==> config.mk <==
export PLATFORM = sky130hd
export DESIGN_NAME = param_regfile
export DESIGN_NICKNAME = d
export VERILOG_FILES = /design/src/rtl/param_regfile_pkg.sv /design/src/rtl/param_regfile_read_port.sv /design/src/rtl/param_regfile.sv
export SDC_FILE = /design/constraint.sdc
export NUM_CORES = 2
export LEC_CHECK = 0
export CORE_MARGIN = 2
export CORE_UTILIZATION = 61
export DETAILED_ROUTE_END_ITERATION = 7
export PLACE_DENSITY_LB_ADDON = 0.15
export SLEW_MARGIN = 40
export SYNTH_ARGS = -nofsm -noshare
export SYNTH_HDL_FRONTEND = slang
export SYNTH_SLANG_ARGS = --single-unit
==> constraint.sdc <==
create_clock -name clock -period 5.85 [get_ports clock]
set_clock_uncertainty 0.05 [all_clocks]
set_input_delay 0.8775 -clock clock [delete_from_list [all_inputs] [get_ports clock]]
set_output_delay 0.8775 -clock clock [all_outputs]
set_load 0.03 [all_outputs]
==> src/rtl/param_regfile_pkg.sv <==
// Shared types and default sizes for the parameterised register file.
// The optional write-to-read forwarding is enabled with the REGFILE_BYPASS_EN macro.
package param_regfile_pkg;

   typedef enum logic {
      IDLE  = 1'b0,
      SWEEP = 1'b1
   } state_t;

   localparam int DEF_DATA_WIDTH = 32;
   localparam int DEF_ADDR_WIDTH = 5;
   localparam int DEF_NUM_READ   = 2;

endpackage

==> src/rtl/param_regfile_read_port.sv <==
// One combinational read port: register select, index-0 zero, optional write forwarding.
// Forwarding of the in-flight write is compiled in only when REGFILE_BYPASS_EN is defined.
module regfile_read_port
   import param_regfile_pkg::*;
#(
   parameter int DATA_WIDTH = DEF_DATA_WIDTH,
   parameter int ADDR_WIDTH = DEF_ADDR_WIDTH
) (
   input  logic [(2**ADDR_WIDTH)*DATA_WIDTH-1:0] i_regs_flat,
   input  logic [(2**ADDR_WIDTH)-1:0]            i_pending,
   input  logic [ADDR_WIDTH-1:0]                 i_raddr,
   input  logic                                  i_wr_valid,
   input  logic [ADDR_WIDTH-1:0]                 i_waddr,
   input  logic [DATA_WIDTH-1:0]                 i_wdata,
   input  logic                                  i_iss_valid,
   input  logic [ADDR_WIDTH-1:0]                 i_iaddr,
   output logic [DATA_WIDTH-1:0]                 o_rdata,
   output logic                                  o_busy
);

   logic [DATA_WIDTH-1:0] w_stored;
   logic                  w_zero_idx;

   assign w_zero_idx = (i_raddr == '0);
   assign w_stored   = i_regs_flat[int'(i_raddr)*DATA_WIDTH +: DATA_WIDTH];

`ifdef REGFILE_BYPASS_EN
   logic w_fwd;
   logic w_iss_hit;

   // Valid writes never target index 0, so w_fwd already excludes it.
   assign w_fwd     = i_wr_valid && (i_waddr == i_raddr);
   assign w_iss_hit = i_iss_valid && (i_iaddr == i_raddr);

   always_comb begin
      o_rdata = '0;
      o_busy  = 1'b0;
      if (w_fwd) begin
         o_rdata = i_wdata;
         o_busy  = w_iss_hit;
      end else if (!w_zero_idx) begin
         o_rdata = w_stored;
         o_busy  = i_pending[i_raddr];
      end
   end
`else
   logic w_unused;
   assign w_unused = ^{i_wr_valid, i_waddr, i_wdata, i_iss_valid, i_iaddr};

   always_comb begin
      o_rdata = '0;
      o_busy  = 1'b0;
      if (!w_zero_idx) begin
         o_rdata = w_stored;
         o_busy  = i_pending[i_raddr];
      end
   end
`endif

endmodule

==> src/rtl/param_regfile.sv <==
// Register file with pending-write scoreboard and a background clear sweep.
// Define REGFILE_BYPASS_EN to forward same-cycle writes to matching read ports.
module param_regfile
   import param_regfile_pkg::*;
#(
   parameter int DATA_WIDTH = DEF_DATA_WIDTH,
   parameter int ADDR_WIDTH = DEF_ADDR_WIDTH,
   parameter int NUM_READ   = DEF_NUM_READ
) (
   input  logic                           clock,
   input  logic                           ctrl_reset,
   input  logic                           ctrl_writeEnable,
   input  logic [ADDR_WIDTH-1:0]          ctrl_writeReg,
   input  logic [DATA_WIDTH-1:0]          data_writeReg,
   input  logic [NUM_READ*ADDR_WIDTH-1:0] ctrl_readReg,
   output logic [NUM_READ*DATA_WIDTH-1:0] data_readReg,
   output logic [NUM_READ-1:0]            busy_readReg,
   input  logic                           ctrl_issueEnable,
   input  logic [ADDR_WIDTH-1:0]          ctrl_issueReg,
   input  logic                           ctrl_clear,
   output logic                           clear_busy
);

   localparam int DEPTH = 2**ADDR_WIDTH;
   localparam logic [ADDR_WIDTH-1:0] CNT_FIRST = ADDR_WIDTH'(1);
   localparam logic [ADDR_WIDTH-1:0] CNT_LAST  = '1;

   logic [DATA_WIDTH-1:0]       r_regs [DEPTH];
   logic [DEPTH-1:0]            r_pending;
   logic [ADDR_WIDTH-1:0]       r_cnt;
   state_t                      r_state;
   state_t                      w_state_nxt;
   logic                        w_wr_valid;
   logic                        w_iss_valid;
   logic [DEPTH*DATA_WIDTH-1:0] w_regs_flat;

   assign w_wr_valid  = ctrl_writeEnable && (ctrl_writeReg != '0) && (r_state == IDLE);
   assign w_iss_valid = ctrl_issueEnable && (ctrl_issueReg != '0) && (r_state == IDLE);
   assign clear_busy  = (r_state == SWEEP);

   always_ff @(posedge clock) begin
      if (ctrl_reset) r_state <= IDLE;
      else            r_state <= w_state_nxt;
   end

   always_comb begin
      w_state_nxt = r_state;
      case (r_state)
         IDLE:    if (ctrl_clear) w_state_nxt = SWEEP;
         SWEEP:   if (r_cnt == CNT_LAST) w_state_nxt = IDLE;
         default: w_state_nxt = IDLE;
      endcase
   end

   // Sweep index starts at 1 since register 0 is hard-wired to zero.
   always_ff @(posedge clock) begin
      if (ctrl_reset) begin
         r_cnt <= CNT_FIRST;
      end else if (r_state == SWEEP) begin
         if (r_cnt == CNT_LAST) r_cnt <= CNT_FIRST;
         else                   r_cnt <= r_cnt + CNT_FIRST;
      end
   end

   // Issue is applied after the write-clear so a same-index issue wins.
   always_ff @(posedge clock) begin
      if (ctrl_reset) begin
         for (int i = 0; i < DEPTH; i++) r_regs[i] <= '0;
         r_pending <= '0;
      end else if (r_state == SWEEP) begin
         r_regs[r_cnt]    <= '0;
         r_pending[r_cnt] <= 1'b0;
      end else begin
         if (w_wr_valid) begin
            r_regs[ctrl_writeReg]    <= data_writeReg;
            r_pending[ctrl_writeReg] <= 1'b0;
         end
         if (w_iss_valid) r_pending[ctrl_issueReg] <= 1'b1;
      end
   end

   genvar g;
   generate
      for (g = 0; g < DEPTH; g++) begin : g_flat
         assign w_regs_flat[g*DATA_WIDTH +: DATA_WIDTH] = r_regs[g];
      end

      for (g = 0; g < NUM_READ; g++) begin : g_rd
         regfile_read_port #(
            .DATA_WIDTH (DATA_WIDTH),
            .ADDR_WIDTH (ADDR_WIDTH)
         ) u_read_port (
            .i_regs_flat (w_regs_flat),
            .i_pending   (r_pending),
            .i_raddr     (ctrl_readReg[g*ADDR_WIDTH +: ADDR_WIDTH]),
            .i_wr_valid  (w_wr_valid),
            .i_waddr     (ctrl_writeReg),
            .i_wdata     (data_writeReg),
            .i_iss_valid (w_iss_valid),
            .i_iaddr     (ctrl_issueReg),
            .o_rdata     (data_readReg[g*DATA_WIDTH +: DATA_WIDTH]),
            .o_busy      (busy_readReg[g])
         );
      end
   endgenerate

endmodule

==> impl_metrics.env <==
export IMPL_status="complete, no violations"
export IMPL_clk_latency_ns=0.72
export IMPL_p_leak_nw=20.6
export IMPL_routed_wl_mm=211
export IMPL_syn_to_final_growth_pct=13.4
export IMPL_yosys_warnings=0
export IMPL_cts_inserted_buffers=112
export IMPL_nFillCells=5968
export IMPL_arrival_ns=4.67
export IMPL_yosys_area_top_type="edfxtp_1"
export IMPL_routed_via_density=7.95
export IMPL_gp_congestion=0.931
export IMPL_slew_violations=0
export IMPL_setup_tns_ns=0
export IMPL_num_rows=110
export IMPL_grt_pass1_wl_mm=299
export IMPL_fp_dieW_um=306
export IMPL_critPathMaxFanout=12
export IMPL_clk_pin_slew_ns=0.06
export IMPL_antenna_found_initial=9
export IMPL_worstMarginPinSlew_ns=0.965
export IMPL_first_pass_iters=8
export IMPL_avgRoutedWirePerCell_um=39.3
export IMPL_pin_count=124
export IMPL_first_global_vias=41900
export IMPL_p_int_mw=13.8
export IMPL_fmax_ghz=0.179
export IMPL_p_clk_frac=0.393
export IMPL_fp_dieArea_um2=93700
export IMPL_layout_commonest_cell="edfxtp_1"
export IMPL_p_seq_frac=0.467
export IMPL_grt_usage=0.452
export IMPL_use_met2=0.653
export IMPL_critical_path_class="input port to primary output"
export IMPL_drc=0
export IMPL_synth_cells=4052
export IMPL_seq_area_frac_synth=0.566
export IMPL_final_nets=4153
export IMPL_cp_start_kind="input port"
export IMPL_core_area_um2=90300
export IMPL_yosysTopAreaCellShare=0.552
export IMPL_dieHeight_um=306
export IMPL_power_density_nw_per_um2=297
export IMPL_required_ns=4.92
export IMPL_ys_async_sr_fraction=0
export IMPL_fin_crit_sh=0.957
export IMPL_cts_tree="done"
export IMPL_clkSinkCount=1062
export IMPL_hold_path_class="flop to flop"
export IMPL_cts_resized=0
export IMPL_grt_busiest_layer="met2"
export IMPL_rsz0062_at_grt="no"
export IMPL_cts_buffer_depth=3
export IMPL_combinationalPowerShare=0.140
export IMPL_place_hpwl_mm=126
export IMPL_grt_max_degree=107
export IMPL_synthDistinctLibCells=63
export IMPL_drtAntennaViolNets=0
export IMPL_fin_crit_ns=5.60
export IMPL_syn_area_per_cell_um2=13.7
export IMPL_synth_area_leaders="edfxtp_1 (55%), mux4_2 (18%), nor3_1 (6.1%), mux2i_1 (3.5%), nor2_1 (2.6%)"
export IMPL_final_cell_mix="edfxtp_1 (1,024), nor3_1 (679), mux4_2 (437), nor2_1 (391), nand2_1 (214)"
export IMPL_layout_setup_ws_ns=0.250
export IMPL_preCtsSetupSlack_ns=0.518
export IMPL_hold_viol_final=0
export IMPL_power_switching_mw=4.99
export IMPL_dr_first_iter_drc_count=8206
export IMPL_htree_levels=3
export IMPL_drv_cap=0
export IMPL_globalRouteMet1Util=0.580
export IMPL_met3_usage=0.180
export IMPL_cts_setup_buffers=0
export IMPL_drive_gt1_frac=0.220
export IMPL_relSlewSlack=0.355
export IMPL_ys_ff_latch=1062
export IMPL_synth_edf_count=1024
export IMPL_ys_flop_type="edfxtp_1"
export IMPL_holdBufCountCts=0
export IMPL_cts_root_buffer="clkbuf_16"
export IMPL_numPortBuffers=123
export IMPL_grt_overflow_total=0
export IMPL_syn_area_um2=55700
export IMPL_swShare=0.266
export IMPL_end_kind="primary output"
export IMPL_vias=42600
export IMPL_ir_worst_vdd_mv=0.242
export IMPL_setup_viol=0
export IMPL_start_util=0.617
[cell type report]
cell class	count	area [um^2]	share of cell area
Antenna cell	3	7.51	0.000119
Clock buffer	132	2900	0.0459
Multi-Input combinational cell	2558	22900	0.363
Sequential cell	1062	31500	0.499
Clock inverter	76	832	0.0132
Timing Repair Buffer	324	3360	0.0532
Tap cell	1176	1470	0.0233
Inverter	33	131	0.00208
[registers in the layout, indices dropped and copies added (netlist names)]
| signal | flops |
|---|---|
| r_regs | 1024 |
| r_pending | 32 |
| clear_busy | 1 |
| r_cnt | 5 |
[worst max-delay path: stages]
cell and delay, ns:
clkdlybuf4s50_1 0.79, nand3b_1 0.94, o221ai_1 0.44, a211oi_1 0.09, nor3_1 0.59, buf_4 0.25
clkdlybuf4s50_1 0.67
[cells by family after synthesis]
group                    Yosys count  share of synthesized area
AND/OR/NAND/NOR                 1397                      0.115
flip-flops                      1062                      0.566
multiplexers                     656                      0.217
AO/OA/AOI/OAI                    468                     0.0634
buffers and inverters            463                     0.0372
adder cells (fa/ha/maj)            5                    0.00112
other                              1                  0.0000673
[path summary, 6_finish.rpt]
kind                   startpoint                to  slack [ns]  depth (start not counted)
setup / recovery  ctrl_readReg[8]  data_readReg[38]        0.25                          7
hold / removal       r_pending[0]      r_pending[0]        0.45                          1
setup reg to reg       clear_busy    r_regs[24][13]        2.16                          5
hold reg to reg      r_pending[0]      r_pending[0]        0.45                          1
[Yosys cell counts (21+ instances only)]
| cell type | number |
|---|---|
| a221oi_1 | 24 |
| o221ai_1 | 40 |
| a22oi_1 | 36 |
| a211o_1 | 25 |
| nor3_1 | 681 |
| edfxtp_1 | 1024 |
| mux2_2 | 26 |
| clkbuf_1 | 216 |
| buf_1 | 37 |
| mux2i_1 | 192 |
| o22ai_1 | 59 |
| buf_2 | 133 |
| nor2_1 | 393 |
| a211oi_1 | 46 |
| a21oi_1 | 62 |
| dfxtp_1 | 38 |
| mux4_2 | 437 |
| a22o_1 | 64 |
| o31ai_1 | 21 |
| buf_4 | 44 |
| a2111oi_0 | 32 |
| nand2_1 | 216 |
| inv_1 | 32 |
[metrics by stage]
step	instance area [um^2]	instances	util	hold slack, ns	power [mW]
2_1_floorplan	55800	4083	-	0.402	10.3
3_3_place_gp	59200	5144	0.656	0.423	11.4
3_5_place_dp	59400	5150	0.657	0.424	11.4
4_1_cts	63100	5358	0.699	0.453	18.6
5_1_grt	63200	5361	0.699	0.469	19.0
6_report	63200	5364	0.700	0.452	18.8
[power by group through the flow]
stage	sequential, mW	clock [mW]	combinational [mW]
after global routing	8.78	7.62	2.63
after CTS	8.75	7.32	2.50
after detailed placement	8.91	0	2.49
final	8.76	7.38	2.63
after floorplan	8.86	0	1.41
after global placement	8.89	0	2.47
[layer usage]
layer | share of wire | wire length (um)
met1 | 0.31 | 65500
met2 | 0.43 | 90500
met3 | 0.19 | 39500
met4 | 0.072 | 15200
met5 | 0.00089 | 188
Power figures use the tool's default switching activity.
